## src/rtl/mem_access_arbiter.sv

```systemverilog
// Round-robin arbiter sharing the main-memory port between CPU read pulses and io_unit accesses.
// Optional build macro MEM_TIMEOUT_EN adds a WAIT watchdog that forces completion after TIMEOUT cycles.
module mem_access_arbiter #(
    parameter int ADDR_W  = 12,
    parameter int DATA_W  = 37,
    parameter int TIMEOUT = 255
) (
    input  logic              clk,
    input  logic              reset,
    input  logic              mem_read_from_pulse,
    input  logic [ADDR_W-1:0] addr_from_sel,
    output logic              mem_read_reply_to_pulse,
    output logic [DATA_W-1:0] rdata_to_ac,
    input  logic              io_req,
    input  logic              io_we,
    input  logic [ADDR_W-1:0] io_addr,
    input  logic [DATA_W-1:0] io_wdata,
    output logic              io_ack,
    output logic [DATA_W-1:0] io_rdata,
    output logic              mem_req,
    output logic              mem_we,
    output logic [ADDR_W-1:0] mem_addr,
    output logic [DATA_W-1:0] mem_wdata,
    input  logic              mem_reply,
    input  logic [DATA_W-1:0] mem_rdata,
    output logic              overrun_err,
    output logic              timeout_err
);

    typedef enum logic [1:0] {S_IDLE, S_ISSUE, S_WAIT, S_RESP} state_t;

    localparam logic OWN_CPU = 1'b0;
    localparam logic OWN_IO  = 1'b1;

    state_t            state_q;
    logic              owner_q;
    logic              last_grant_q;
    logic              cpu_pend_q, cpu_pend_d;
    logic [ADDR_W-1:0] cpu_addr_q, cpu_addr_d;
    logic              mem_req_q;
    logic              mem_we_q;
    logic [ADDR_W-1:0] mem_addr_q;
    logic [DATA_W-1:0] mem_wdata_q;
    logic [DATA_W-1:0] rdata_to_ac_q;
    logic [DATA_W-1:0] io_rdata_q;
    logic              cpu_reply_q;
    logic              io_ack_q;
    logic              overrun_q;

    logic cpu_busy, cpu_want, pick_cpu, grant_cpu, grant_io, overrun_hit;
    logic done_reply, done_timeout;

    // A CPU pulse arriving this cycle already counts as a request, so round-robin is
    // honoured against a simultaneous io_req; the CPU grant itself waits for the latch.
    always_comb begin
        cpu_busy    = (state_q != S_IDLE) && (owner_q == OWN_CPU);
        overrun_hit = mem_read_from_pulse && (cpu_pend_q || cpu_busy);
        cpu_want    = cpu_pend_q || mem_read_from_pulse;
        if (cpu_want && io_req) begin
            pick_cpu = (last_grant_q == OWN_IO);
        end else begin
            pick_cpu = cpu_want;
        end
        grant_cpu = (state_q == S_IDLE) && pick_cpu && cpu_pend_q;
        grant_io  = (state_q == S_IDLE) && !pick_cpu && io_req;

        cpu_pend_d = cpu_pend_q;
        cpu_addr_d = cpu_addr_q;
        if (grant_cpu) begin
            cpu_pend_d = 1'b0;
        end else if (mem_read_from_pulse && !overrun_hit) begin
            cpu_pend_d = 1'b1;
            cpu_addr_d = addr_from_sel;
        end

        done_reply = ((state_q == S_ISSUE) || (state_q == S_WAIT)) && mem_reply;
    end

`ifdef MEM_TIMEOUT_EN
    localparam int CNT_W = ($clog2(TIMEOUT + 1) > 8) ? $clog2(TIMEOUT + 1) : 8;

    logic [CNT_W-1:0] wait_cnt_q;
    logic             timeout_q;

    assign done_timeout = (state_q == S_WAIT) && !mem_reply
                          && (wait_cnt_q == CNT_W'(TIMEOUT - 1));

    always_ff @(posedge clk) begin
        if (reset) begin
            wait_cnt_q <= '0;
            timeout_q  <= 1'b0;
        end else begin
            if (state_q == S_ISSUE) begin
                wait_cnt_q <= '0;
            end else if (state_q == S_WAIT) begin
                wait_cnt_q <= wait_cnt_q + CNT_W'(1);
            end
            if (done_timeout) begin
                timeout_q <= 1'b1;
            end
        end
    end

    assign timeout_err = timeout_q;
`else
    assign done_timeout = 1'b0;
    assign timeout_err  = 1'b0;
`endif

    always_ff @(posedge clk) begin
        if (reset) begin
            state_q       <= S_IDLE;
            owner_q       <= OWN_CPU;
            last_grant_q  <= OWN_IO;
            cpu_pend_q    <= 1'b0;
            cpu_addr_q    <= '0;
            mem_req_q     <= 1'b0;
            mem_we_q      <= 1'b0;
            mem_addr_q    <= '0;
            mem_wdata_q   <= '0;
            rdata_to_ac_q <= '0;
            io_rdata_q    <= '0;
            cpu_reply_q   <= 1'b0;
            io_ack_q      <= 1'b0;
            overrun_q     <= 1'b0;
        end else begin
            cpu_pend_q  <= cpu_pend_d;
            cpu_addr_q  <= cpu_addr_d;
            overrun_q   <= overrun_q | overrun_hit;
            mem_req_q   <= 1'b0;
            cpu_reply_q <= 1'b0;
            io_ack_q    <= 1'b0;

            unique case (state_q)
                S_IDLE: begin
                    if (grant_cpu) begin
                        mem_addr_q   <= cpu_addr_q;
                        mem_we_q     <= 1'b0;
                        mem_wdata_q  <= '0;
                        owner_q      <= OWN_CPU;
                        last_grant_q <= OWN_CPU;
                        mem_req_q    <= 1'b1;
                        state_q      <= S_ISSUE;
                    end else if (grant_io) begin
                        mem_addr_q   <= io_addr;
                        mem_we_q     <= io_we;
                        mem_wdata_q  <= io_wdata;
                        owner_q      <= OWN_IO;
                        last_grant_q <= OWN_IO;
                        mem_req_q    <= 1'b1;
                        state_q      <= S_ISSUE;
                    end
                end
                S_ISSUE, S_WAIT: begin
                    if (done_reply || done_timeout) begin
                        state_q <= S_RESP;
                        if (owner_q == OWN_CPU) begin
                            cpu_reply_q   <= 1'b1;
                            rdata_to_ac_q <= done_reply ? mem_rdata : '0;
                        end else begin
                            io_ack_q <= 1'b1;
                            if (!mem_we_q) begin
                                io_rdata_q <= done_reply ? mem_rdata : '0;
                            end
                        end
                    end else begin
                        state_q <= S_WAIT;
                    end
                end
                S_RESP: begin
                    state_q <= S_IDLE;
                end
                default: begin
                    state_q <= S_IDLE;
                end
            endcase
        end
    end

    assign mem_req                 = mem_req_q;
    assign mem_we                  = mem_we_q;
    assign mem_addr                = mem_addr_q;
    assign mem_wdata               = mem_wdata_q;
    assign mem_read_reply_to_pulse = cpu_reply_q;
    assign rdata_to_ac             = rdata_to_ac_q;
    assign io_ack                  = io_ack_q;
    assign io_rdata                = io_rdata_q;
    assign overrun_err             = overrun_q;

endmodule

```

## config.mk

```make
export PLATFORM = sky130hd
export DESIGN_NAME = mem_access_arbiter
export DESIGN_NICKNAME = d
export VERILOG_FILES = /design/src/rtl/mem_access_arbiter.sv
export SDC_FILE = /design/constraint.sdc
export NUM_CORES = 1
export LEC_CHECK = 0
export BUFFER_PORTS_ARGS = -buffer_cell sky130_fd_sc_hd__clkbuf_2
export CAP_MARGIN = 0
export CORE_AREA = 3 3 117 119
export DETAILED_ROUTE_END_ITERATION = 8
export DIE_AREA = 0 0 120 122
export GPL_TIMING_DRIVEN = 1
export PLACE_DENSITY = 0.69
export REMOVE_ABC_BUFFERS = 1
export SLEW_MARGIN = 40
export SYNTH_ARGS = -nofsm -noshare
export SYNTH_HDL_FRONTEND = slang
export SYNTH_SLANG_ARGS = --single-unit
```

## constraint.sdc

```tcl
create_clock -name clk -period 4.2 [get_ports clk]
set_clock_uncertainty 0.15 [all_clocks]
set_input_delay 0.63 -clock clk [delete_from_list [all_inputs] [get_ports clk]]
set_output_delay 0.63 -clock clk [all_outputs]
set_load 0.01 [all_outputs]
```

======== Yosys cells after proc, flatten, opt, wreduce, memory -nomap -nowiden ========
Index checks and enable logic that the tools add are counted.
storage, ports and cells
  register bits after elaboration ......... 145
  output and inout port bits .............. 129
  input bits .............................. 104
  word-level logic and storage cells ...... 67
cells by class
  mux-type cells .......................... 17
  reduce and logical (&&, ||, !) cells .... 25
  bitwise logic cells ..................... 7
  eq/ne operators ......................... 4
operator list
  operator                                        number
  two-way mux 37 bit                              2
  two-way mux 12 bit                              2
  two-way mux 1 bit                               10
  logical AND 1 bit                               9
  inverter 1 bit                                  6
  case mux 2 bit (3 select lines)                 1
  OR reduction 2 bit                              3
  == test 2 bit (second input constant)           2
  two-way mux 2 bit                               2
  AND reduction 2 bit                             2
  AND reduction 4 bit                             1
  nonzero test 2 bit                              2
  logical OR 1 bit                                3
  != test 3 bit (second input constant)           1
  AND reduction 3 bit                             1
  OR reduction 3 bit                              1
  == test 2 x 1 -> 1 bit (second input constant)  1
  zero test 1 bit                                 2
  zero test 2 bit                                 1
  OR 1 bit                                        1

======== Depth between registers and ports, before layout ========
Gate-level depths: netlist of the first run.
  depth after elaboration ................. 9
  depth in mapped cells ................... 7
  depth with buffers taken out ............ 5

======== Worst setup path before layout of the first run ========
No wires, ideal clock.
  path type ............................... in2reg
  from .................................... in mem_read_from_pulse
  to ...................................... reg mem_wdata_q[0], in the netlist mem_wdata[0]
  data arrival time ....................... 1650 ps
  required time ........................... 3933 ps
  stages on the path ...................... 6
  slack ................................... 2283 ps
  cells stage by stage .................... buf_2 > and3b_1 > o21ba_1 > buf_6 > buf_6 > a22o_1
on the way
  cells in the longest elaborated chain, start to end .. 8
  elaborated cells between the ends (all ways) .. 11
  classes of those cells .................. mux (2); reduce/logical (9)
ends and longest elaborated chain
  what                             RTL line  text
  from (decl)                      10        input logic mem_read_from_pulse,
  logical OR 1 bit (*)             58        cpu_want = cpu_pend_q || mem_read_from_pulse;
  logical AND 1 bit                59        if (cpu_want && io_req) begin
  two-way mux 1 bit (*)            59
  zero test 1 bit                  65        grant_io = (state_q == S_IDLE) && !pick_cpu && io_req;
  logical AND 1 bit (2 in series)  65
  nonzero test 2 bit (no line)     -
  AND reduction 2 bit (no line)    -
  to (signal assigned)             147       mem_wdata_q <= io_wdata;
  to (decl)                        43        logic [DATA_W-1:0] mem_wdata_q;
Every way passes the cells marked *; elsewhere a longest branch is shown, timed or not.
A chain may end at the register's enable or synchronous reset.

======== Worst setup path in the final report of the first run ========
  from .................................... reg state_q[0]
  to ...................................... reg mem_wdata_q[36], in the netlist mem_wdata[36]
on the way
  cells in the longest elaborated chain, start to end .. 5
  elaborated cells between the ends (all ways) .. 8
  classes of those cells .................. mux (1); reduce/logical (7)
ends and longest elaborated chain
  what                                                       RTL line     text
  from (decl)                                                35           state_t state_q;
  from (signal assigned)                                     112          state_q <= S_IDLE;
  from (signal assigned)                                     143          state_q <= S_ISSUE;
  from (signal assigned)                                     151          state_q <= S_ISSUE;
  zero test 2 bit (*)                                        64, 65, 134
  logical AND 1 bit, on equally long branches (2 in series)  64, 65
  nonzero test 2 bit (no line)                               -
  AND reduction 2 bit (no line)                              -
Marked as above.

==> results.tsv, run 1 <==
stage	metric	value	unit
critical_path	FF-to-FF path depth	6	
global_routing	pin count of the biggest net entering global routing	66	
detailed_routing	number of DRC markers after the initial detailed-route iteration	393	
logic_synthesis	number of flops mapped to enable cells by yosys	0	
timing	timing-limited maximum frequency	402.1	MHz
floorplan	horizontal die dimension	120	um
global_routing	wire length of the first global-routing pass	23200	um
place	Buffers on Ports	231	
layout	final std cell area, no fill	6843	um^2
clock_network	clock buffers created by TritonCTS	17	
layout	multi-input logic area	1948	um^2
clock_network	register clock-pin slew on the reported worst setup and hold paths	0.06	ns
pwr	power per unit of standard cell area	619.0	nW/um^2
timing	accumulated negative setup slack	0	ns
clock_network	number of buffers between clock root and the deepest sink	2	
detailed_routing	number of vias per cell	5.039	
global_routing	number of global-route vias before repair	4614	
critical_path	worst endpoint required time	4.35	ns
logic_synthesis	share of the synthesized area in the top cell type	56.86	%
logic_synthesis	Warnings, synthesis	0	
critical_path	arrival time reported for the critical path endpoint	2.64	ns
pwr	Pint	2.888	mW
clock_network	number of buffers inserted to repair setup after CTS	0	
floorplan	number of placement rows	41	
critical_path	startpoint type of the worst setup path	register	
pwr	relative contribution of the clock network to total power	33.6	%
layout	area growth from synthesis to layout	34.04	%
logic_synthesis	most repeated cell in the gate-level netlist after synthesis	sky130_fd_sc_hd__nand2_1	
logic_synthesis	leading cell types by total area after synthesis	sky130_fd_sc_hd__dfxtp_1 57%, sky130_fd_sc_hd__nand2_1 11%, sky130_fd_sc_hd__a21oi_1 9.0%	
critical_path	critical setup path kind	reg2reg	
global_routing	antenna violations before repair	0	
clock_network	cells resized by post-CTS repair	0	
clock_network	buffer type at the clock tree root	sky130_fd_sc_hd__clkbuf_16	
logic_synthesis	fraction of the yosys area taken by sequential cells	56.86	%
timing	Final Hold Viols	0	
critical_path	worst stage delay on the critical path	0.56	ns
layout	area taken by flip-flops and latches	2903	um^2
critical_path	standard cell with the maximum stage delay on the critical path	sky130_fd_sc_hd__ha_1	
logic_synthesis	Synth Register Bits	145	
timing	final-layout worst hold slack	0.2733	ns
detailed_routing	Detail Route Antenna Nets	0	
place	DP Wirelength	10100	um
global_routing	total routing resource utilization after global routing	19.97	%
clock_network	number of hold buffers added after cts	0	
clock_network	number of H-tree branching levels	4	
critical_path	Worst Path Max Fanout	38	
global_routing	leftover overflow at the end of global routing	0	
detailed_routing	number of iterations in the first detailed-routing pass	5	
logic_synthesis	average cell area after synthesis	8.802	um^2
floorplan	Initial Util	40.29	%
pwr	highest ir drop seen on vdd	0.0002951	V
place	Inst Count DP	939	
critical_path	cells along the critical path	inv_1 > ha_1 > o21ai_1 > o21ba_1 > buf_4 > a22o_1	
detailed_routing	routed wire length per instance	15.09	um
detailed_routing	total via count after detailed routing	4883	
pwr	power consumption	4.236	mW
layout	layout cell share with drive strength beyond 1	33.38	%
pwr	leakage power summed over all cells	2.979	nW
floorplan	Die Outline Area	14640	um^2
floorplan	y dimension of the die	122	um
logic_synthesis	synthesized netlist cell count	580	
timing	final-report max-slew violation count	0	
job	MaxCap Viol Count	0	
timing	relative max-transition margin	48.88	%
timing	unrepaired setup endpoints after global routing	false	
min_path	worst hold path depth	2	
critical_path	kind of end point of the critical path	register	
layout	total inserted antenna cells	0	
detailed_routing	detailed-route DRC error count	0	
pwr	Switching Fraction	31.82	%
logic_synthesis	list of most frequent post-synthesis cells	148 x sky130_fd_sc_hd__nand2_1, 145 x sky130_fd_sc_hd__dfxtp_1, 92 x sky130_fd_sc_hd__a21oi_1	
pwr	part of the power in combinational logic	25.2	%
timing	Worst-Margin Slew	0.7617	ns
layout	fin cells	969	
logic_synthesis	Syn Std Cell Area	5105	um^2
layout	count of filler cells inserted in the layout	1184	
logic_synthesis	Cell variety after synth	33	
floorplan	area inside the core boundary	12670	um^2
clock_network	worst skew pair latency	0.41	ns
logic_synthesis	leading register cell type out of synthesis	sky130_fd_sc_hd__dfxtp_1	
timing	total of endpoints with negative setup slack in the final report	0	
pwr	sequential cell fraction of total power	41.1	%
clock_network	TritonCTS clock tree	built	
run_status	outcome	finished, final reports clean	
clock_network	clk sinks	145	
timing	crit share post-route	59.22	%
layout	number of nets at the end of the flow	891	
pwr	NetSw	1.348	mW
floorplan	I/O pins	233	
timing	Tmin final	2.487	ns
place	weighted congestion reported at the end of routability-driven placement	0.8519	
logic_synthesis	largest area contributor in the netlist	sky130_fd_sc_hd__dfxtp_1	
min_path	worst min-delay path category	in2reg	
place	Post-DP Area	6289	um^2
logic_synthesis	Async S/R FF share, synth	0	%
detailed_routing	Detailed Route WL	14620	um
sequential cells by signal, summed over array words and instances (netlist names), 2 cells and up:
register     flops
state_q          2
mem_addr        12
io_rdata        37
rdata_to_ac     37
cpu_addr_q      12
mem_wdata       37
routing by layer:
| layer | routed length [um] | vias to the layer above | GRT usage, % |
|---|---|---|---|
| met5 | 0 | - | 0 |
| met4 | 283 | 0 | 8.089 |
| met3 | 1361 | 27 | 5.664 |
| met2 | 6969 | 233 | 32.67 |
| met1 | 6005 | 2214 | 24.93 |
| li1 | - | 2409 | - |
placed cells by master (no fill, tap or decap), types with 2 or more instances in the layout:
cell,n
sky130_fd_sc_hd__a21oi_1,92
sky130_fd_sc_hd__a22o_1,38
sky130_fd_sc_hd__a31oi_1,13
sky130_fd_sc_hd__and3b_1,2
sky130_fd_sc_hd__and4b_1,2
sky130_fd_sc_hd__buf_4,8
sky130_fd_sc_hd__bufinv_16,2
sky130_fd_sc_hd__clkbuf_1,5
sky130_fd_sc_hd__clkbuf_16,17
sky130_fd_sc_hd__clkbuf_2,230
sky130_fd_sc_hd__clkbuf_8,2
sky130_fd_sc_hd__clkinv_2,3
sky130_fd_sc_hd__dfxtp_1,145
sky130_fd_sc_hd__inv_1,3
sky130_fd_sc_hd__nand2_1,148
sky130_fd_sc_hd__nand2b_1,2
sky130_fd_sc_hd__nand3_1,25
sky130_fd_sc_hd__nand4_1,12
sky130_fd_sc_hd__nor2_1,3
sky130_fd_sc_hd__nor3_1,5
sky130_fd_sc_hd__o21ai_0,25
path summary, 6_finish.rpt:
path	from	end	slack, ns
setup / recovery	state_q[0]$_SDFFE_PP0P_	mem_wdata[36]$_SDFFE_PP0P_	1.71
hold / removal	io_wdata[34]	mem_wdata[34]$_SDFFE_PP0P_	0.27
setup reg to reg	state_q[0]$_SDFFE_PP0P_	mem_wdata[36]$_SDFFE_PP0P_	1.71
hold reg to reg	io_rdata[14]$_SDFFE_PP0P_	io_rdata[14]$_SDFFE_PP0P_	0.30
power by group through the flow:
stage,Sequential (mW),Combinational (mW),Clock [mW]
2_1_floorplan,1.83,0.533,0
3_3_place_gp,1.76,1.05,0
3_5_place_dp,1.77,1.08,0
4_1_cts,1.74,1.08,1.46
5_1_grt,1.77,1.20,1.52
6_report,1.74,1.07,1.43
worst max-delay path, delay by kind of cell (launching register included):
family | cells | cell delay (ns)
buf+inv | 2 | 0.29
compound gates | 3 | 1.04
flops | 1 | 0.31
fa+ha+maj | 1 | 0.56
area by class of cell:
class / instances / area share, %
Clock buffer: 24 / 6.893
Clock inverter: 6 / 1.207
Inverter: 3 / 0.1646
Multi-Input combinational cell: 381 / 28.47
Sequential cell: 145 / 42.42
Tap cell: 172 / 3.145
Timing Repair Buffer: 238 / 17.70
cells by family after synthesis:
| family | synth area share [%] |
|---|---|
| adder cells (fa/ha/maj) | 0.2451 |
| AND/OR/NAND/NOR | 17.30 |
| other | 0.07346 |
| AO/OA/AOI/OAI | 20.54 |
| buffers and inverters | 4.975 |
| flip-flops | 56.86 |
metrics by stage:
step / setup WS [ns] / util [%]
finish: 1.713 / 54.00
global route: 1.513 / 54.00
CTS: 1.735 / 54.00
detailed placement: 1.662 / 49.63
global placement: 1.823 / 49.63
floorplan: 1.878 / -
(Power assumes the default switching activity.)
==> run 2, diff against run 1 <==
clock period = 2.56 ns   (was 4.2 ns; I/O delays follow)
==> run 2 against run 1 <==
Effect of this change: sequential power grew 64%; die area is the same; cell count grew 0.72%; register-to-register slack lost 1.2 ns; utilization grew 0.40 points; global-route usage shrank 0.27 points; clock power grew 62%; design area grew 0.73%; clock-buffer cell count shrank 5; non-clock buffer count grew 5; highest routed layer unchanged.
==> results.tsv, run 2 (same netlist as run 1, synthesis figures left out) <==
stage	metric	value	unit	change
clock_network	register clock-pin slew on the reported worst setup and hold paths	0.06	ns	about the same
timing	final-report max-slew violation count	0		unchanged
critical_path	worst endpoint required time	2.71	ns	-1.64 ns
critical_path	worst flop-to-flop path endpoint	last_grant_q$_SDFFE_PP1P_		
layout	area growth from synthesis to layout	35.02	%	
critical_path	arrival time reported for the critical path endpoint	2.18	ns	-0.46 ns
global_routing	number of global-route vias before repair	4783		+3.7%
timing	unrepaired setup endpoints after global routing	false		
layout	area taken by flip-flops and latches	2903	um^2	unchanged
global_routing	most crowded layer after global routing	met2		
global_routing	met1 demand-to-capacity share in global routing	25.01	%	+0.080 points
pwr	leakage power summed over all cells	2.997	nW	+0.61%
pwr	highest ir drop seen on vdd	0.0005316	V	+80%
critical_path	critical setup path kind	reg2reg		
critical_path	FF-to-FF path depth	6		unchanged
place	DP Wirelength	10110	um	+0.11%
detailed_routing	number of iterations in the first detailed-routing pass	5		unchanged
detailed_routing	Detail Route Antenna Nets	0		unchanged
layout	count of filler cells inserted in the layout	1161		-1.9%
clock_network	buffer type at the clock tree root	sky130_fd_sc_hd__clkbuf_16		
critical_path	Worst Path Max Fanout	20		-47%
critical_path	worst stage delay on the critical path	0.57	ns	about the same
floorplan	horizontal die dimension	120	um	unchanged
job	MaxCap Viol Count	0		unchanged
floorplan	number of placement rows	41		unchanged
timing	accumulated negative setup slack	0	ns	unchanged
clock_network	number of buffers inserted to repair setup after CTS	0		unchanged
place	weighted congestion reported at the end of routability-driven placement	0.8166		-4.1%
clock_network	worst skew pair latency	0.41	ns	about the same
layout	multi-input logic area	1948	um^2	unchanged
global_routing	met2 demand-to-capacity share in global routing	31.61	%	-1.1 points
clock_network	number of buffers between clock root and the deepest sink	2		unchanged
min_path	critical hold path startpoint	io_wdata[0]		
floorplan	y dimension of the die	122	um	unchanged
critical_path	flop2flop setup slack	0.53	ns	-1.18 ns
timing	Final Hold Viols	0		unchanged
critical_path	worst setup path endpoint	last_grant_q$_SDFFE_PP1P_		
clock_network	cells resized by post-CTS repair	0		unchanged
global_routing	wire length of the first global-routing pass	23140	um	-0.30%
clock_network	TritonCTS clock tree	built		
floorplan	Initial Util	40.29	%	unchanged
timing	timing-limited maximum frequency	493.8	MHz	+23%
place	Buffers on Ports	231		unchanged
detailed_routing	routed wire length per instance	14.98	um	-0.74%
critical_path	Critical Path Source	state_q[1]$_SDFFE_PP0P_		
floorplan	area inside the core boundary	12670	um^2	unchanged
detailed_routing	number of vias per cell	5.064		+0.48%
timing	relative max-transition margin	47.69	%	-1.2 points
clock_network	number of hold buffers added after cts	0		unchanged
critical_path	startpoint type of the worst setup path	register		
timing	Tmin final	2.025	ns	-0.4622 ns
global_routing	leftover overflow at the end of global routing	0		unchanged
detailed_routing	total via count after detailed routing	4942		+1.2%
critical_path	cells along the critical path	inv_1 > ha_1 > buf_4 > and2_0 > a21oi_1 > or2_2		
global_routing	global routing usage on met3	6.639	%	+0.97 points
min_path	worst min-delay path category	in2reg		
detailed_routing	Detailed Route WL	14620	um	about the same
pwr	power consumption	6.989	mW	+65%
global_routing	pin count of the biggest net entering global routing	86		+30%
global_routing	antenna violations before repair	0		unchanged
clock_network	number of H-tree branching levels	4		unchanged
layout	commonest cells after routing, fill and taps aside	230 x sky130_fd_sc_hd__clkbuf_2, 148 x sky130_fd_sc_hd__nand2_1, 145 x sky130_fd_sc_hd__dfxtp_1		
layout	leading cell type in the layout, fill and taps excluded	sky130_fd_sc_hd__clkbuf_2		
clock_network	clock buffers created by TritonCTS	17		unchanged
detailed_routing	detailed-route DRC error count	0		unchanged
layout	number of nets at the end of the flow	896		+0.56%
timing	Worst-Margin Slew	0.7847	ns	+0.02294 ns
timing	total of endpoints with negative setup slack in the final report	0		unchanged
floorplan	Die Outline Area	14640	um^2	unchanged
clock_network	clk sinks	145		unchanged
run_status	outcome	finished, final reports clean		
global_routing	total routing resource utilization after global routing	19.70	%	-0.27 points
layout	layout cell share with drive strength beyond 1	34.70	%	+1.3 points
floorplan	I/O pins	233		unchanged
critical_path	standard cell with the maximum stage delay on the critical path	sky130_fd_sc_hd__and2_0		
layout	total inserted antenna cells	0		unchanged
timing	crit share post-route	79.11	%	+20 points
detailed_routing	number of DRC markers after the initial detailed-route iteration	447		+14%
critical_path	startpoint of the most critical register-to-register path	state_q[1]$_SDFFE_PP0P_		
critical_path	kind of end point of the critical path	register		
pwr	power per unit of standard cell area	1014	nW/um^2	+64%
-- run 2: cell types whose count changed in the layout (fill, tap and decap cells not counted), sizes merged --
cell	previous run	this run
bufinv	2	1
clkinvlp	1	5
inv	3	5
buf	8	13
clkinv	3	5
clkbuf	254	249
-- run 2: per-layer routing --
layer | wire length (um) | share of wire (%) | up-vias
met5 | 0 | 0 | -
met4 | 182 | 1.2 | 0
met3 | 1388 | 9.5 | 15
met2 | 6817 | 47 | 232
met1 | 6229 | 43 | 2262
li1 | - | - | 2433
-- run 2: final cells by class --
type                            instances  area share (%)
Clock buffer                           19           6.571
Clock inverter                         13           1.597
Inverter                                3          0.1634
Multi-Input combinational cell        381           28.26
Sequential cell                       145           42.11
Tap cell                              172           3.122
Timing Repair Buffer                  243           18.17
-- run 2: worst min path at each step --
stage / slack (ns) / depth (start not counted) / to
after CTS: 0.004 / 2 / mem_wdata[12]$_SDFFE_PP0P_
after global placement: 0.29 / 2 / rdata_to_ac[11]$_SDFFE_PP0P_
after global routing: 0.01 / 2 / mem_wdata[12]$_SDFFE_PP0P_
after detailed placement: 0.30 / 2 / rdata_to_ac[25]$_SDFFE_PP0P_
after floorplan: 0.30 / 2 / cpu_addr_q[0]$_SDFFE_PP0P_
final: 0.03 / 2 / mem_wdata[0]$_SDFFE_PP0P_
-- run 2: stage by stage --
stage | setup WS, ns | util, % | hold WS [ns] | std cells | cell area, um^2
2_1_floorplan | 0.2375 | - | 0.2979 | 529 | 4862
3_3_place_gp | 0.3537 | 49.93 | 0.2907 | 944 | 6326
3_5_place_dp | 0.5345 | 49.93 | 0.2972 | 944 | 6326
4_1_cts | 0.5269 | 54.37 | 0.004109 | 976 | 6889
5_1_grt | 0.3914 | 54.40 | 0.01026 | 976 | 6893
6_report | 0.5349 | 54.40 | 0.02625 | 976 | 6893
-- run 2: power breakdown --
group / internal, mW / switching (mW) / total, mW
clock: 1.38 / 0.938 / 2.32
sequential: 2.64 / 0.215 / 2.85
combinational: 0.665 / 1.15 / 1.82
-- run 2: critical path, delay by kind of cell, from the launching register on --
kind                       cells  cell delay, ns
AOI/OAI and AO/OA              1            0.13
adders and majority gates      1            0.17
buffers and inverters          2            0.31
DFF                            1            0.30
and+or+nand+nor                2            0.85
==> run 3, diff against run 2 <==
clock period = 2.05 ns   (was 2.56 ns; I/O delays follow)
==> run 3 against run 2 <==
Effect of this change: first-iteration DRC count down 11%; setup slack worse by 0.24 ns; die area unchanged; total power up 34%; global-route usage up 1.1 points; critical path type unchanged; clock power up 41%; flip-flop and latch count unchanged; hold slack better by 0.0053 ns; highest routed layer unchanged; critical endpoint is now mem_addr[8]$_SDFFE_PP0P_; fmax up 15%; wire length up 6.2%; utilization up 8.0 points.
==> results.tsv, run 3 (same netlist as run 1, synthesis figures left out) <==
stage	metric	value	unit	change
critical_path	standard cell with the maximum stage delay on the critical path	sky130_fd_sc_hd__and2_0		
layout	area growth from synthesis to layout	54.88	%	
floorplan	area inside the core boundary	12670	um^2	unchanged
floorplan	I/O pins	233		unchanged
detailed_routing	routed wire length per instance	14.58	um	-2.6%
detailed_routing	number of vias per cell	5.006		-1.1%
critical_path	worst stage delay on the critical path	0.39	ns	-0.18 ns
critical_path	arrival time reported for the critical path endpoint	1.93	ns	-0.25 ns
floorplan	Initial Util	40.29	%	unchanged
pwr	power consumption	9.347	mW	+34%
global_routing	wire length of the first global-routing pass	24380	um	+5.4%
timing	unrepaired setup endpoints after global routing	false		
timing	Final Hold Viols	0		unchanged
timing	total of endpoints with negative setup slack in the final report	0		unchanged
clock_network	number of buffers inserted to repair setup after CTS	0		unchanged
critical_path	startpoint type of the worst setup path	register		
place	weighted congestion reported at the end of routability-driven placement	0.7862		-3.7%
clock_network	number of H-tree branching levels	4		unchanged
detailed_routing	detailed-route DRC error count	0		unchanged
timing	timing-limited maximum frequency	569.2	MHz	+15%
detailed_routing	total via count after detailed routing	5331		+7.9%
clock_network	worst skew pair latency	0.41	ns	about the same
clock_network	TritonCTS clock tree	built		
detailed_routing	Detailed Route WL	15530	um	+6.2%
floorplan	number of placement rows	41		unchanged
place	Inst Count DP	946		+0.21%
floorplan	Die Outline Area	14640	um^2	unchanged
global_routing	leftover overflow at the end of global routing	0		unchanged
layout	layout cell share with drive strength beyond 1	31.02	%	-3.7 points
floorplan	y dimension of the die	122	um	unchanged
timing	accumulated negative setup slack	0	ns	unchanged
critical_path	Worst Path Max Fanout	8		-60%
critical_path	cells along the critical path	inv_1 > ha_1 > and2_0 > buf_4 > nand3_1 > a31oi_1		
floorplan	horizontal die dimension	120	um	unchanged
critical_path	kind of end point of the critical path	register		
layout	leading cell type in the layout, fill and taps excluded	sky130_fd_sc_hd__clkbuf_2		
global_routing	antenna violations before repair	0		unchanged
critical_path	worst endpoint required time	2.22	ns	-0.49 ns
global_routing	total routing resource utilization after global routing	20.79	%	+1.1 points
global_routing	pin count of the biggest net entering global routing	104		+21%
detailed_routing	number of DRC markers after the initial detailed-route iteration	399		-11%
layout	fin cells	1065		+9.1%
layout	commonest cells after routing, fill and taps aside	230 x sky130_fd_sc_hd__clkbuf_2, 148 x sky130_fd_sc_hd__nand2_1, 145 x sky130_fd_sc_hd__dfxtp_1		
pwr	leakage power summed over all cells	3.433	nW	+15%
critical_path	flop2flop setup slack	0.29	ns	-0.24 ns
pwr	power per unit of standard cell area	1182	nW/um^2	+17%
critical_path	critical setup path kind	reg2reg		
timing	final-layout worst hold slack	0.03150	ns	+0.005259 ns
layout	number of nets at the end of the flow	985		+9.9%
detailed_routing	Detail Route Antenna Nets	0		unchanged
run_status	outcome	finished, final reports clean		
timing	crit share post-route	85.71	%	+6.6 points
timing	final-report max-slew violation count	0		unchanged
global_routing	number of global-route vias before repair	5064		+5.9%
layout	total inserted antenna cells	0		unchanged
layout	count of filler cells inserted in the layout	1008		-13%
timing	Tmin final	1.757	ns	-0.2681 ns
clock_network	clk sinks	145		unchanged
clock_network	buffer type at the clock tree root	sky130_fd_sc_hd__clkbuf_16		
pwr	highest ir drop seen on vdd	0.0006283	V	+18%
clock_network	clock buffers created by TritonCTS	17		unchanged
min_path	worst min-delay path category	in2reg		
place	DP Wirelength	10110	um	about the same
place	Buffers on Ports	231		unchanged
clock_network	register clock-pin slew on the reported worst setup and hold paths	0.06	ns	about the same
detailed_routing	number of iterations in the first detailed-routing pass	5		unchanged
clock_network	number of buffers between clock root and the deepest sink	2		unchanged
job	MaxCap Viol Count	0		unchanged
run 3: cell count changes in the layout (fill, tap and decap cells not counted), sizes merged:
| cell | delta |
|---|---|
| inv | -2 |
| bufinv | +3 |
| buf | +2 |
| clkinv | -2 |
| clkinvlp | -3 |
| clkbuf | +4 |
| dlygate4sd3 | +87 |
run 3: report_power, final:
| group | total, mW | switching [mW] | internal (mW) |
|---|---|---|---|
| Combinational | 2.51 | 1.47 | 1.03 |
| Clock | 3.28 | 1.14 | 2.13 |
| Sequential | 3.56 | 0.272 | 3.29 |
run 3: metrics by stage:
step	util [%]	setup slack [ns]	cell area, um^2
2_1_floorplan	-	-0.2725	4862
3_3_place_gp	50.54	0.3935	6404
3_5_place_dp	50.54	0.3324	6404
4_1_cts	62.40	0.2874	7906
5_1_grt	62.40	0.2280	7906
6_report	62.40	0.2930	7906
run 3: path summary, 6_finish.rpt:
path                            cells past startpoint                            to                         start
worst max-delay path                                6      mem_addr[8]$_SDFFE_PP0P_       state_q[1]$_SDFFE_PP0P_
worst min register to register                      2  rdata_to_ac[29]$_SDFFE_PP0P_  rdata_to_ac[29]$_SDFFE_PP0P_
worst max register to register                      6      mem_addr[8]$_SDFFE_PP0P_       state_q[1]$_SDFFE_PP0P_
worst min-delay path                                3     io_rdata[18]$_SDFFE_PP0P_                 mem_rdata[18]
run 3: critical path, delay by kind of cell (launching register included):
family / cells / cell delay (ns)
fa+ha+maj: 1 / 0.25
simple gates: 2 / 0.49
flops: 1 / 0.29
buf+inv: 2 / 0.29
compound gates: 1 / 0.21
run 3: timing repair:
item	in CTS	in global routing
resized for setup	0	0
hold buffers	87	0
hold endpoints to repair	124	0
run 3: final cells by class:
type | instances | area, um^2 | area share, %
clock buffer | 23 | 478.0 | 6.045
clock inverter | 9 | 153.9 | 1.947
inverter | 3 | 11.26 | 0.1424
multi-input combinational | 381 | 1948 | 24.64
sequential | 145 | 2903 | 36.71
tap | 172 | 215.2 | 2.722
timing repair buffer | 332 | 2197 | 27.79
run 3: routing by layer:
metal / vias to the layer above / part of all wire [%] / track usage [%]
met5: - / 0 / 0
met4: 0 / 1.7 / 7.874
met3: 21 / 9.3 / 6.082
met2: 259 / 48 / 34.98
met1: 2454 / 42 / 25.24
li1: 2597 / - / -
